### config.mk
export PLATFORM = sky130hd
export DESIGN_NAME = redundancy_switch_ctrl_flat
export DESIGN_NICKNAME = d
export VERILOG_FILES = /design/src/rtl/redundancy_switch_ctrl_if.sv /design/src/rtl/redundancy_switch_ctrl.sv /design/src/flat_wrapper.sv
export SDC_FILE = /design/constraint.sdc
export NUM_CORES = 1
export LEC_CHECK = 0
export ABC_CLOCK_PERIOD_IN_PS = 4300
export CAP_MARGIN = 10
export CORE_UTILIZATION = 32
export DETAILED_ROUTE_END_ITERATION = 10
export PLACE_DENSITY_LB_ADDON = 0.08
export SYNTH_ARGS = -nofsm -noshare
export SYNTH_HDL_FRONTEND = slang
export SYNTH_SLANG_ARGS = --single-unit
### constraint.sdc
create_clock -name clk -period 4.3 [get_ports clk]
set_clock_uncertainty 0.15 [all_clocks]
set_input_delay 0.86 -clock clk [delete_from_list [all_inputs] [get_ports clk]]
set_output_delay 0.86 -clock clk [all_outputs]
set_load 0.01 [all_outputs]
### src/rtl/redundancy_switch_ctrl_if.sv
// Signal bundle between the failover sequencer and its surroundings: heartbeat
// health and switch requests in, CPU select, reset pulses and status out.
interface redundancy_switch_ctrl_if;
    logic       io_a;
    logic       io_b;
    logic       force_swi;
    logic       force_target;
    logic       com_swi;
    logic       switch;
    logic       busy;
    logic       reset_A_n;
    logic       reset_B_n;
    logic       both_dead;
    logic       req_drop;
    logic [7:0] swap_cnt;

    modport master (
        output io_a, io_b, force_swi, force_target, com_swi,
        input  switch, busy, reset_A_n, reset_B_n, both_dead, req_drop, swap_cnt
    );

    modport slave (
        input  io_a, io_b, force_swi, force_target, com_swi,
        output switch, busy, reset_A_n, reset_B_n, both_dead, req_drop, swap_cnt
    );
endinterface

### src/rtl/redundancy_switch_ctrl.sv
// Failover sequencer for the dual-CPU unit: picks the active CPU, guards every
// changeover, holds off further switching for a dwell time and resets the loser.
module redundancy_switch_ctrl #(
    parameter int unsigned FAIL_CYC  = 1000,
    parameter int unsigned GUARD_CYC = 16,
    parameter int unsigned RST_CYC   = 100,
    parameter int unsigned DWELL_CYC = 5000,
    parameter int unsigned CNT_W     = 16
) (
    input  logic                     clk,
    input  logic                     rst,
    redundancy_switch_ctrl_if.slave  bus
);

    typedef enum logic [1:0] {S_A, G_AB, S_B, G_BA} state_t;

    localparam logic [CNT_W-1:0] ONE        = CNT_W'(1);
    localparam logic [CNT_W-1:0] FAIL_MAX   = CNT_W'(FAIL_CYC);
    localparam logic [CNT_W-1:0] GUARD_LAST = CNT_W'(GUARD_CYC - 1);
    localparam logic [CNT_W-1:0] RST_LD     = CNT_W'(RST_CYC);
    localparam logic [CNT_W-1:0] DWELL_LD   = CNT_W'(DWELL_CYC);

    state_t           state;
    logic [CNT_W-1:0] fail_a, fail_b;
    logic [CNT_W-1:0] guard_cnt, dwell_cnt;
    logic [CNT_W-1:0] rst_a_cnt, rst_b_cnt;
    logic             dead_a, dead_b, dwell_done;
    logic             go_ab, go_ba;
    logic             in_guard, flip, flip_to_b, flip_to_a;

    assign dead_a     = (fail_a == FAIL_MAX);
    assign dead_b     = (fail_b == FAIL_MAX);
    assign dwell_done = (dwell_cnt == '0);

    // Force, then automatic failover, then command; any one of them starts a guard.
    assign go_ab = (bus.force_swi && bus.force_target) ||
                   (dwell_done && dead_a && !dead_b) ||
                   (dwell_done && bus.com_swi && !dead_b);
    assign go_ba = (bus.force_swi && !bus.force_target) ||
                   (dwell_done && dead_b && !dead_a) ||
                   (dwell_done && bus.com_swi && !dead_a);

    assign in_guard  = (state == G_AB) || (state == G_BA);
    assign flip      = in_guard && (guard_cnt == GUARD_LAST);
    assign flip_to_b = flip && (state == G_AB);
    assign flip_to_a = flip && (state == G_BA);

    always_ff @(posedge clk or posedge rst) begin
        if (rst) begin
            fail_a <= '0;
            fail_b <= '0;
        end else begin
            if (bus.io_a)     fail_a <= '0;
            else if (!dead_a) fail_a <= fail_a + ONE;
            if (bus.io_b)     fail_b <= '0;
            else if (!dead_b) fail_b <= fail_b + ONE;
        end
    end

    always_ff @(posedge clk or posedge rst) begin
        if (rst) begin
            state         <= S_A;
            guard_cnt     <= '0;
            dwell_cnt     <= '0;
            bus.switch    <= 1'b0;
            bus.busy      <= 1'b0;
            bus.both_dead <= 1'b0;
            bus.req_drop  <= 1'b0;
            bus.swap_cnt  <= '0;
        end else begin
            bus.both_dead <= dead_a & dead_b;
            bus.req_drop  <= 1'b0;
            if (!dwell_done) dwell_cnt <= dwell_cnt - ONE;
            unique case (state)
                S_A: begin
                    if (go_ab) begin
                        state     <= G_AB;
                        bus.busy  <= 1'b1;
                        guard_cnt <= '0;
                    end else if (bus.com_swi) begin
                        bus.req_drop <= 1'b1;
                    end
                end
                S_B: begin
                    if (go_ba) begin
                        state     <= G_BA;
                        bus.busy  <= 1'b1;
                        guard_cnt <= '0;
                    end else if (bus.com_swi) begin
                        bus.req_drop <= 1'b1;
                    end
                end
                G_AB, G_BA: begin
                    if (bus.com_swi) bus.req_drop <= 1'b1;
                    if (flip) begin
                        state      <= (state == G_AB) ? S_B : S_A;
                        bus.switch <= (state == G_AB);
                        bus.busy   <= 1'b0;
                        dwell_cnt  <= DWELL_LD;
                        if (bus.swap_cnt != 8'hFF) bus.swap_cnt <= bus.swap_cnt + 8'd1;
                    end else begin
                        guard_cnt <= guard_cnt + ONE;
                    end
                end
                default: state <= S_A;
            endcase
        end
    end

    // Pulse stays low while the counter has more than one cycle left, giving RST_CYC low cycles.
    always_ff @(posedge clk or posedge rst) begin
        if (rst) begin
            rst_a_cnt     <= '0;
            rst_b_cnt     <= '0;
            bus.reset_A_n <= 1'b1;
            bus.reset_B_n <= 1'b1;
        end else begin
            if (flip_to_b)              rst_a_cnt <= RST_LD;
            else if (rst_a_cnt != '0)   rst_a_cnt <= rst_a_cnt - ONE;
            if (flip_to_a)              rst_b_cnt <= RST_LD;
            else if (rst_b_cnt != '0)   rst_b_cnt <= rst_b_cnt - ONE;
            bus.reset_A_n <= !(flip_to_b || (rst_a_cnt > ONE));
            bus.reset_B_n <= !(flip_to_a || (rst_b_cnt > ONE));
        end
    end

endmodule

### src/flat_wrapper.sv
// flat-port wrapper written by rule: the top's interface ports become plain ports
module redundancy_switch_ctrl_flat 
#(
    parameter int unsigned FAIL_CYC  = 1000,
    parameter int unsigned GUARD_CYC = 16,
    parameter int unsigned RST_CYC   = 100,
    parameter int unsigned DWELL_CYC = 5000,
    parameter int unsigned CNT_W     = 16
)
  (clk, rst, bus_io_a, bus_io_b, bus_force_swi, bus_force_target, bus_com_swi, bus_switch, bus_busy, bus_reset_A_n, bus_reset_B_n, bus_both_dead, bus_req_drop, bus_swap_cnt);
  redundancy_switch_ctrl_if bus_i ();
  input  logic clk;
  input  logic rst;
  input wire logic [$bits(bus_i.io_a)-1:0] bus_io_a;
  input wire logic [$bits(bus_i.io_b)-1:0] bus_io_b;
  input wire logic [$bits(bus_i.force_swi)-1:0] bus_force_swi;
  input wire logic [$bits(bus_i.force_target)-1:0] bus_force_target;
  input wire logic [$bits(bus_i.com_swi)-1:0] bus_com_swi;
  output wire logic [$bits(bus_i.switch)-1:0] bus_switch;
  output wire logic [$bits(bus_i.busy)-1:0] bus_busy;
  output wire logic [$bits(bus_i.reset_A_n)-1:0] bus_reset_A_n;
  output wire logic [$bits(bus_i.reset_B_n)-1:0] bus_reset_B_n;
  output wire logic [$bits(bus_i.both_dead)-1:0] bus_both_dead;
  output wire logic [$bits(bus_i.req_drop)-1:0] bus_req_drop;
  output wire logic [$bits(bus_i.swap_cnt)-1:0] bus_swap_cnt;
  assign bus_i.io_a = bus_io_a;
  assign bus_i.io_b = bus_io_b;
  assign bus_i.force_swi = bus_force_swi;
  assign bus_i.force_target = bus_force_target;
  assign bus_i.com_swi = bus_com_swi;
  assign bus_switch = bus_i.switch;
  assign bus_busy = bus_i.busy;
  assign bus_reset_A_n = bus_i.reset_A_n;
  assign bus_reset_B_n = bus_i.reset_B_n;
  assign bus_both_dead = bus_i.both_dead;
  assign bus_req_drop = bus_i.req_drop;
  assign bus_swap_cnt = bus_i.swap_cnt;
  redundancy_switch_ctrl #(.FAIL_CYC(FAIL_CYC), .GUARD_CYC(GUARD_CYC), .RST_CYC(RST_CYC), .DWELL_CYC(DWELL_CYC), .CNT_W(CNT_W)) u_core (.clk(clk), .rst(rst), .bus(bus_i));
endmodule
==> results.txt, run 1 <==
- The first global-routing pass estimated 21500 um of wire.
- Total Wirelength: 12400 um
- Starting density of the core: roughly a third
* Worst-case reg-to-reg path depth: 8
- Width of the chip: 137 um
* Violation count after the first detailed-route iteration: 281
- Status: finished, final reports clean
- The startpoint identified for the worst register-to-register timing path is u_core.fail_b[0].
- The count of endpoints failing hold in the final timing report is 0.
* GR met3 Demand/Resource: under 10%
- Mean routed wirelength per cell: about 14 um
- Number of detailed-route iterations in the first pass: 4
* Pin count of the biggest net entering global routing: 49
- The via count of the first global-routing pass came to 4276.
- Avg Inst Size Synth: 9.58 um2
- Number of buffers inserted to repair setup after CTS: 0
- Port buffer count: 20
* Clk Latency, worst-skew pair: 0.35 ns
- Sort of element at the end of the critical path: flop
- VDD sags by at most 0.191 mV.
* Launch point of the worst hold path: u_core.rst_b_cnt[2]
* Final setup violation count: 0
- The floorplan step defined a die boundary enclosing 0.0188 mm2.
* Relative slew slack: 32.1%
- Post-place setup slack: 1.03 ns
- In this run, CTS created clock tree buffers numbering 9.
- The number of nets in the synthesized netlist is 634.
- At the worst endpoint, the required time is 4.38 ns.
- Sequential fraction of the synthesis area: 48.1%
- For this run, design rule violations remaining after detail routing come to 0.
- Relative to the synthesized area, the layout overhead comes to 13.5%.
* Detailed-placement wirelength estimate: 8470 um
- For this run, the top clock speed supported by timing is 0.305 GHz.
- The Yosys step of the flow raised 0 warnings.
* Cell count of the worst hold path: 1
- WP data arrival: 3.35 ns
* Detail-routed via count per cell: 5.04
- TritonCTS built the clock tree.
* Clock Sinks: between 100 and 150
- Number of antenna violations at the first check in global routing: 0
- Setup TNS: 0 ns
- In this run the worst hold path is classified as reg -> reg.
* Number of antenna-violating nets in the routed design: 0
- Share of synthesized registers carrying an async set or reset: 100%
- Level count of the clock H-tree: 3
- Row count: 49
- Actual transition at the worst max-transition pin: 0.993 ns
- Standard cell core area: 0.0179 mm2
- Die span in y: 137 um
- The worst register-to-register path ends at u_core.state[1].
- The critical path is of the reg -> reg type.
- In this run, post-CTS repair resized a total of 0 instances.
- Leaving out fill and tap cells, the most frequent cells in the layout are 110 x sky130_fd_sc_hd__dfrtp_1, 90 x sky130_fd_sc_hd__nor2_1, 62 x sky130_fd_sc_hd__nand2_1.
- After clock tree synthesis, the clock-pin slew on the worst setup and hold paths is roughly 0.080 ns.
* Total Routing Usage GR: 14.6%
- Counting the fill cells in the layout gives 1805.
- Last weighted congestion value of the routability-driven placer: 0.782
- Max_cap viols: 0
- Dividing the final minimum period by the clock period gives 76.1%.
* Met2 Usage GRT: 22.5%
- Yosys mapped a number of flops with a built-in enable equal to 0.
* Hold buffer count at CTS: 0
* Combined area of all synthesized cells: 0.00583 mm2
- Global routing finished with a remaining overflow of 0.
* Layer with the highest usage after global routing: met2
- The post-route netlist has 5.96% of its cells at a drive strength greater than 1.
- In the synthesized netlist, the number of instances is 609.
* Hold path endpoint: u_core.bus.reset_B_n
* Clock tree buffer depth: 2
* Count of pins over their slew limit: 0
- Post-route minimum period: around 3.3 ns
- The routed layout has 4372 vias.
* Maximum fanout along the worst path: 25
- R2R Setup Slk: ~1.0 ns
- Synth Flop Type: sky130_fd_sc_hd__dfrtp_1
* Met1 Track Usage GR: 20.3%
- Number of I/O pins: 21
* Unique cell type count in the Yosys netlist: 60
* Critical Path Start Type: flop
- Pwr dens: roughly 300 mW/mm2
- The library cell used most frequently in the layout, excluding fill and tap cells, is sky130_fd_sc_hd__dfrtp_1.
- In the final design database the tool counted 658 nets.
* Count of state elements after synthesis: around 110
- The critical path starts at u_core.fail_b[0].
- Setup repair after global routing left no endpoint under its margin.
- Inserted Diodes: 0
- Summed over all cells, the static leakage comes to 3.03 nW.
- The root buffer cell chosen for the clock tree is sky130_fd_sc_hd__clkbuf_16.
- In the post-route analysis, the smallest setup slack over all paths is 1.03 ns.
## sequential cells by signal, summed over array words and instances (netlist names), 2 cells and up
| register | flops |
|---|---|
| u_core.bus.swap_cnt | 8 |
| u_core.dwell_cnt | 16 |
| u_core.guard_cnt | 16 |
| u_core.fail_a | 16 |
| u_core.rst_a_cnt | 16 |
| u_core.rst_b_cnt | 16 |
| u_core.state | 2 |
| u_core.fail_b | 16 |
## cell usage after synthesis, types with 2 or more instances
library cell | n | area, um2
sky130_fd_sc_hd__and4_1 | 4 | 35.0
sky130_fd_sc_hd__o21ai_0 | 28 | 140
sky130_fd_sc_hd__a21oi_1 | 13 | 65.1
sky130_fd_sc_hd__a31oi_1 | 3 | 18.8
sky130_fd_sc_hd__o31ai_1 | 5 | 37.5
sky130_fd_sc_hd__buf_1 | 2 | 7.51
sky130_fd_sc_hd__nor2b_1 | 3 | 18.8
sky130_fd_sc_hd__nand4b_1 | 3 | 26.3
sky130_fd_sc_hd__nand2b_1 | 7 | 43.8
sky130_fd_sc_hd__nand3b_1 | 8 | 60.1
sky130_fd_sc_hd__or4b_2 | 2 | 20.0
sky130_fd_sc_hd__dfstp_2 | 2 | 52.6
sky130_fd_sc_hd__nor3b_1 | 3 | 22.5
sky130_fd_sc_hd__ha_1 | 18 | 225
sky130_fd_sc_hd__nor4b_1 | 3 | 26.3
sky130_fd_sc_hd__or4b_1 | 2 | 20.0
sky130_fd_sc_hd__or4_1 | 14 | 105
sky130_fd_sc_hd__xor2_1 | 34 | 298
sky130_fd_sc_hd__a2111oi_0 | 3 | 26.3
sky130_fd_sc_hd__clkbuf_1 | 10 | 37.5
sky130_fd_sc_hd__xnor2_1 | 34 | 298
sky130_fd_sc_hd__and3_1 | 13 | 81.3
sky130_fd_sc_hd__nor4_1 | 13 | 81.3
sky130_fd_sc_hd__and2_1 | 4 | 25.0
sky130_fd_sc_hd__or4_4 | 2 | 22.5
sky130_fd_sc_hd__or3_1 | 9 | 56.3
sky130_fd_sc_hd__nand2_1 | 62 | 233
sky130_fd_sc_hd__nand3_1 | 27 | 135
sky130_fd_sc_hd__nor3_1 | 20 | 100
sky130_fd_sc_hd__inv_1 | 21 | 78.8
sky130_fd_sc_hd__dfrtp_1 | 110 | 2750
sky130_fd_sc_hd__a311oi_1 | 2 | 17.5
sky130_fd_sc_hd__nor2_1 | 90 | 338
sky130_fd_sc_hd__nand4_1 | 8 | 50.1
sky130_fd_sc_hd__mux2i_1 | 2 | 20.0
## routing by layer
metal | vias up | share of wire, % | routed length (um)
met4 | 0 | 0.97 | 120
met3 | 7 | 2.2 | 278
met5 | - | 0 | 0
met2 | 34 | 45 | 5600
met1 | 2171 | 52 | 6430
li1 | 2160 | - | -
## how the worst max path moves through the flow
stage                                       to  slack [ns]  depth (start not counted)
after CTS                      u_core.state[1]        0.99                          8
after global placement         u_core.state[1]        1.08                          7
after global routing       u_core.guard_cnt[1]        0.83                          8
after detailed placement       u_core.state[1]        1.03                          8
after floorplan           u_core.bus.both_dead        0.33                          1
final                          u_core.state[1]        1.03                          8
## where the power goes
group          internal (mW)  switching, mW
Combinational         0.0173         0.0357
Sequential              1.06        0.00672
Clock                  0.452          0.389
Total                   1.53          0.431
## critical path, stage by stage, from the launching register on
cell	delay [ns]
sky130_fd_sc_hd__dfrtp_1	0.45
sky130_fd_sc_hd__inv_1	0.09
sky130_fd_sc_hd__ha_1	0.13
sky130_fd_sc_hd__or4b_1	0.46
sky130_fd_sc_hd__or4_1	0.52
sky130_fd_sc_hd__nand2_1	0.13
sky130_fd_sc_hd__a2bb2oi_2	0.74
sky130_fd_sc_hd__nor2_2	0.13
sky130_fd_sc_hd__mux2_1	0.36
## logic make-up (layout without fill, tap and decap cells)
logic type	after synthesis	count (layout)	share of synthesized area (%)
compound gates	65	65	7.12
flops	112	112	48.1
simple gates	307	307	27.6
xor+xnor	68	68	10.2
fa+ha+maj	18	18	3.86
buf+inv	35	64	2.40
mux	4	4	0.729
## layout make-up
class                      count  area, um2  area share, %
multi-input combinational    462       2890           43.6
inverter                      21       81.3           1.23
tap                          229        287           4.33
timing repair buffer          27        265           4.01
clock inverter                 5       57.6          0.870
sequential                   112       2810           42.4
clock buffer                  11        233           3.52
## per-stage QoR
step	util, %	power [mW]	instances	hold WS [ns]	cell area [um2]
5_1_grt	37.0	2.05	867	0.368	6620
4_1_cts	37.0	2.01	867	0.338	6620
2_1_floorplan	-	1.12	609	0.284	5830
3_5_place_dp	35.3	1.14	851	0.324	6330
3_3_place_gp	35.3	1.14	851	0.317	6330
6_report	37.0	1.96	867	0.338	6620
Power figures use the tool's default switching activity.
==> run 2: changes to the inputs <==
- ABC_CLOCK_PERIOD_IN_PS: 4300 -> 3200
- clock period: 4.3 -> 3.2 ns (I/O delays scaled with it)
==> results.txt, run 2 (same netlist as run 1, synthesis figures left out) <==
- Port buffer count: 20 (unchanged)
- The pin count of the biggest net entering global routing is 54 (+10%).
- The maximum fanout along the worst path is 22 (-12%).
* Count of pins over their slew limit: 0 (unchanged)
- Max_cap viols: 0 (unchanged)
- Clock Sinks: 112 (unchanged)
* Inserted Diodes: 0 (unchanged)
- Die span in y: 137 um (unchanged)
- Width of the chip: 137 um (unchanged)
* Remaining routing DRC violations: 0 (unchanged)
- The final HPWL from detailed placement was 8460 um (-0.11%).
* Worst IR drop on VDD: 0.222 mV (+16%)
- In the layout the commonest cells are 110 x sky130_fd_sc_hd__dfrtp_1, 90 x sky130_fd_sc_hd__nor2_1, 62 x sky130_fd_sc_hd__nand2_1.
- Compared with the post-synthesis result, the final layout area differs by 16.0%.
- The worst setup path is launched from a flop.
- Via count of the first global-routing pass: 4226 (-1.2%)
- Status: finished, final reports clean
- Total Wirelength: 12200 um (-1.6%)
- The final cycle utilization of the critical path was 92.8% (+17 points).
- Required time at the endpoint of the critical path: 3.34 ns (-1.04 ns)
* Level count of the clock H-tree: 3 (unchanged)
- Layout Nets: 672 (+2.1%)
- Routed length on met1: 6240 um (-3.0%)
* Post-route minimum period: 2.97 ns (-0.302 ns)
- The weighted congestion reported at the end of routability-driven placement was 0.757 (-3.2%).
* Starting density of the core: 32.6% (unchanged)
- The data arrival at the endpoint of the critical path is 3.11 ns (-0.24 ns).
* Hold buffer count at CTS: 0 (unchanged)
- The total placed cells including tap cells is 864 (+1.5%).
* Fin worst setup slack: 0.229 ns (-0.798 ns)
* Amount of wire on met3 after detailed routing: 248 um (-11%)
- Placed standard-cell area: 0.00644 mm2 (+1.8%)
* Number of I/O pins: 21 (unchanged)
* Total Routing Usage GR: 14.1% (-0.45 points)
- The highest layer touched by signal routing is met4.
- Non-filler instance count after layout: 881 (+1.6%)
* Post-CTS sizing: 0 (unchanged)
- Clock tree buffer depth: 2 (unchanged)
- TritonCTS built the clock tree.
* Lkg Pwr: 3.12 nW (+3.1%)
* Pwr dens: 403 mW/mm2 (+36%)
- Hold Vio Cnt, Final: 0 (unchanged)
- The average vias per placed instance came to 4.91 (-2.6%).
* Post-place setup slack: 0.216 ns (-0.811 ns)
- The max-slew headroom at the worst pin came to 41.0% (+8.9 points).
- The first-pass iteration count of the detailed router is 4 (unchanged).
* Number of antenna violations at the first check in global routing: 0 (unchanged)
- Most common cell after layout, fill and taps aside: sky130_fd_sc_hd__dfrtp_1
- The average routed wire per standard cell is 13.9 um (-3.1%).
* Sum of overflow across all layers after global routing: 0 (unchanged)
- RSZ-0062 raised after global routing: false
- The core area was 0.0179 mm2 (unchanged).
* Global-route wire length before repair: 21000 um (-2.2%)
- STA classifies the critical path endpoint as a flop.
- The share of cells above drive strength 1 was 8.28% (+2.3 points).
- Number of vias after detailed routing: 4329 (-0.98%)
- The number of rows created at floorplan came to 49 (unchanged).
- Final setup violation count: 0 (unchanged)
- Total Die Area: 0.0188 mm2 (unchanged)
- The count of fill cells added during filler insertion is 1793 (-0.66%).
- The DRC violation total after the first TritonRoute iteration was 206 (-27%).
* Post-route cell area: 0.00676 mm2 (+2.2%)
- The total power after layout was 2.72 mW (+39%).
- Worst-path clk slew: 0.08 ns (about the same)
* Achievable clock frequency: 0.337 GHz (+10%)
* Actual transition at the worst max-transition pin: 0.879 ns (-0.114 ns)
* Number of antenna-violating nets in the routed design: 0 (unchanged)
* Clock buffer count from CTS: 9 (unchanged)
- Setup TNS: 0 ns (unchanged)
- Number of buffers inserted to repair setup after CTS: 0 (unchanged)
- The clock network latency to the later pin of the worst-skew pair was 0.35 ns (about the same).
- Buffer cell driving the clock tree root: sky130_fd_sc_hd__clkbuf_16
- The path class of the tightest hold or removal check is reg -> reg.
- Total length of routed met2 wires: 5610 um (+0.23%)
- The worst setup path is of the reg -> reg kind.
[run 2: cell count changes in the layout (fill, tap and decap cells not counted)]
cell / change
sky130_fd_sc_hd__buf_12: +1
sky130_fd_sc_hd__inv_4: -1
sky130_fd_sc_hd__clkinvlp_4: -1
sky130_fd_sc_hd__buf_4: +12
sky130_fd_sc_hd__clkinv_4: +1
sky130_fd_sc_hd__clkinv_2: +1
sky130_fd_sc_hd__clkbuf_2: +1
sky130_fd_sc_hd__inv_6: +1
sky130_fd_sc_hd__bufinv_16: +1
sky130_fd_sc_hd__clkbuf_1: -2
[run 2: area by class of cell]
cell class                 instances  area [um2]  share of cell area [%]
clock buffer                       9         225                    3.33
timing repair buffer              41         380                    5.62
inverter                          21        82.6                    1.22
clock inverter                     7        95.1                    1.41
multi-input combinational        462        2890                    42.7
tap                              229         287                    4.24
sequential                       112        2810                    41.5
[run 2: metrics by stage]
stage	utilization, %	hold slack [ns]
floorplan	-	0.284
global placement	36.0	0.320
detailed placement	36.0	0.319
CTS	37.7	0.333
global route	37.8	0.363
finish	37.8	0.334
[run 2: layer usage]
layer / track usage (%) / vias to the layer above
met2: 21.7 / 43
met3: 2.78 / 7
met5: 0 / -
met1: 19.9 / 2086
met4: 4.52 / 0
li1: - / 2193
[run 2: power breakdown]
part / leakage, nW / total, mW / internal, mW / switching [mW]
clock network: 0.156 / 1.22 / 0.688 / 0.528
logic: 1.46 / 0.0795 / 0.0279 / 0.0516
registers: 1.51 / 1.43 / 1.42 / 0.00674
[run 2: worst max-delay path, cell delays in order, from the launching register on]
cell                        delay, ns
sky130_fd_sc_hd__dfrtp_1         0.38
sky130_fd_sc_hd__inv_1           0.07
sky130_fd_sc_hd__ha_1            0.20
sky130_fd_sc_hd__or4b_2          0.65
sky130_fd_sc_hd__nor4_4          0.24
sky130_fd_sc_hd__nand2_1         0.13
sky130_fd_sc_hd__a2bb2oi_2       0.15
sky130_fd_sc_hd__buf_4           0.20
sky130_fd_sc_hd__buf_4           0.17
sky130_fd_sc_hd__or4_1           0.49
sky130_fd_sc_hd__nand3_1         0.09
[run 2: final timing paths]
kind                                         to                start  cells after the start  slack [ns]
max                         u_core.guard_cnt[7]  u_core.dwell_cnt[0]                     10        0.23
min                        u_core.bus.reset_B_n  u_core.rst_b_cnt[2]                      1        0.33
max reg2reg                 u_core.guard_cnt[7]  u_core.dwell_cnt[0]                     10        0.23
min reg2reg                u_core.bus.reset_B_n  u_core.rst_b_cnt[2]                      1        0.33
max in group asynchronous  u_core.bus.reset_A_n                  rst                      3        1.83
min in group asynchronous     u_core.fail_a[15]                  rst                      2        0.47
==> run 3: changes to the inputs <==
- CORE_MARGIN: not set -> 2
- CTS_BUF_LIST: not set -> sky130_fd_sc_hd__clkbuf_8
==> results.txt, run 3 (same netlist as run 1, synthesis figures left out) <==
- Status: finished, final reports clean
- The width of the die came to 139 um (+1.5%).
- The weighted congestion reported at the end of routability-driven placement was 0.775 (+2.5%).
- The first-pass iteration count of the detailed router was 4 (unchanged).
- The post-placement cell area came to 0.00642 mm2 (-0.23%).
- The number of stages on the worst setup path is 6 (-4).
- The hold slack was 0.350 ns (+0.0156 ns).
- Standard cell with the maximum stage delay on the critical path: sky130_fd_sc_hd__or4b_2
* Worst-path clk slew: 0.11 ns (+0.03 ns)
- The actual slew at the worst max-slew pin is 0.970 ns (+0.0914 ns).
- Fraction of power spent switching nets: 23.0% (+1.5 points)
* Total Wirelength: 12400 um (+1.0%)
- Clock network fraction of total power: 38.6% (-6.1 points)
- The total setup violations reported at the end of the flow came to 0 (unchanged).
* Critical Path Start Type: flop
* Count of pins over their slew limit: 0 (unchanged)
- Fraction of layout cells with a size suffix above 1: 8.14% (-0.14 points)
- The total power after layout came to 2.45 mW (-10%).
* Cells after DPL: 864 (unchanged)
- Compared with the post-synthesis result, the final layout area differs by 13.9%.
- The worst setup path is of the reg -> reg kind.
- The post-cts hold buffer count was 0 (unchanged).
- The number of clock buffers inserted by TritonCTS came to 9 (unchanged).
- TritonCTS built the clock tree.
* Sum of overflow across all layers after global routing: 0 (unchanged)
- Buffer cell driving the clock tree root: sky130_fd_sc_hd__clkbuf_8
- STA classifies the critical path endpoint as a flop.
* Worst-case reg-to-reg path depth: 6 (-4)
- Leaving out fill and tap cells, the most frequent cells in the layout are 110 x sky130_fd_sc_hd__dfrtp_1, 90 x sky130_fd_sc_hd__nor2_1, 62 x sky130_fd_sc_hd__nand2_1.
* Clk Latency, worst-skew pair: 0.38 ns (+0.03 ns)
- Tightest Hold Check Type: reg -> reg
- Starting density of the core: 32.6% (unchanged)
- Non-filler instance count after layout: 880 (-0.11%)
- The count of buffers added by post-CTS timing repair for setup was 0 (unchanged).
- Pwr dens: 369 mW/mm2 (-8.3%)
- Number of I/O pins: 21 (unchanged)
- Inserted Diodes: 0 (unchanged)
- Mean routed wirelength per cell: 14.1 um (+1.1%)
* Period Utilization, post-route: 93.1% (+0.29 points)
* Fraction of power consumed by combinational cells: 3.1% (+0.2 points)
- The worst hold path begins at u_core.rst_b_cnt[2].
- Cell count of the worst hold path: 1 (unchanged)
* Post-route cell area: 0.00664 mm2 (-1.8%)
- Total Die Area: 0.0193 mm2 (+2.9%)
- The count of endpoints failing hold in the final timing report is 0 (unchanged).
- Post-CTS sizing: 0 (unchanged)
- The count of fill cells added during filler insertion was 1810 (+0.95%).
* Pin count of the biggest net entering global routing: 113 (+110%)
* Seq pwr share: 58.2% (+5.8 points)
* Global-route wire length before repair: 22100 um (+5.1%)
- Sequence of cells on the critical path: or4b_2 > or4_1 > nand2_1 > a2bb2oi_2 > nor2_2 > mux2_1
- Via count of the first global-routing pass: 4460 (+5.5%)
* Level count of the clock H-tree: 3 (unchanged)
* Reg2Reg Capture Point: u_core.state[1]
- The data arrival at the endpoint of the critical path is 3.11 ns (about the same).
- R2R Setup Slk: 0.22 ns (about the same)
* Detailed-placement wirelength estimate: 8330 um (-1.5%)
- Layout Nets: 671 (-0.15%)
* Worst IR drop on VDD: 0.237 mV (+7.0%)
- The number of antenna violations at the first check in global routing came to 0 (unchanged).
* Achievable clock frequency: 0.336 GHz (-0.31%)
- The total of max-cap violations is 0 (unchanged).
* Clock Sinks: 112 (unchanged)
* Total Routing Usage GR: 13.8% (-0.37 points)
- Remaining routing DRC violations: 0 (unchanged)
- Net Switching: 564 uW (-3.7%)
- Number of vias after detailed routing: 4395 (+1.5%)
- The setup TNS was 0 ns (unchanged).
* Port buffer count: 20 (unchanged)
* Hold path endpoint: u_core.bus.reset_B_n
- Setup repair after global routing left no endpoint under its margin.
- The number of nets with antenna violations after detailed routing was 0 (unchanged).
- Delay-heaviest family, CP: simple AND/OR/NAND/NOR gates
- Cell internal pwr: 1.89 mW (-12%)
* Relative slew slack: 34.9% (-6.1 points)
- Standard cell core area: 0.0179 mm2 (unchanged)
- Fin worst setup slack: 0.220 ns (-0.00936 ns)
- Largest stage delay on the critical path: 0.69 ns (+0.04 ns)
- Detail-routed via count per cell: 4.99 (+1.6%)
* Most common cell after layout, fill and taps aside: sky130_fd_sc_hd__dfrtp_1
- The maximum fanout along the worst path was 16 (-27%).
* Row count: 49 (unchanged)
- The post-route minimum period is 2.98 ns (+0.00936 ns).
- The deepest clock path buffer count came to 2 (unchanged).
- Die span in y: 139 um (+1.5%)
* Final core utilization: 37.1% (-0.67 points)
- The data required time at the worst endpoint is 3.33 ns (about the same).
- Post-place setup slack: 0.206 ns (-0.0103 ns)
* R2r startpoint: u_core.fail_b[11]
- Worst path buffer plus inverter count: 0 (-3)
* Lkg Pwr: 3.06 nW (-2.1%)
- Violation count after the first detailed-route iteration: 284 (+38%)
==> run 3: cell count changes in the layout (fill, tap and decap cells not counted), sizes merged <==
cell and delta:
clkbuf -1, inv -1, clkinvlp +2, clkinv -1
==> run 3: worst max-delay path by stage <==
stage	to	startpoint	slack, ns
2_1_floorplan	u_core.state[1]	u_core.dwell_cnt[0]	0.42
3_3_place_gp	u_core.state[1]	u_core.fail_b[11]	0.25
3_5_place_dp	u_core.state[1]	u_core.fail_b[11]	0.21
4_1_cts	u_core.state[1]	u_core.fail_b[11]	0.19
5_1_grt	u_core.guard_cnt[1]	u_core.fail_b[1]	0.009
6_report	u_core.state[1]	u_core.fail_b[11]	0.22
==> run 3: layer usage <==
layer	global-route usage, %	share of wire (%)	up-vias
li1	-	-	2187
met1	19.3	49	2158
met2	21.8	47	40
met3	2.59	2.0	10
met4	4.04	1.3	0
met5	0	0	-
==> run 3: layout make-up <==
cell class	instances	area (um2)	area share [%]
Clock buffer	9	124	1.86
Tap cell	229	287	4.31
Inverter	21	82.6	1.24
Multi-Input combinational cell	462	2890	43.5
Sequential cell	112	2810	42.2
Timing Repair Buffer	40	360	5.42
Clock inverter	7	96.3	1.45
==> run 3: power by group through the flow <==
stage	logic, mW	registers [mW]	clock network (mW)
finish	0.0766	1.43	0.947
global route	0.0901	1.43	1.06
CTS	0.0808	1.43	1.01
detailed placement	0.0803	1.46	0
global placement	0.0792	1.45	0
floorplan	0.0448	1.46	0
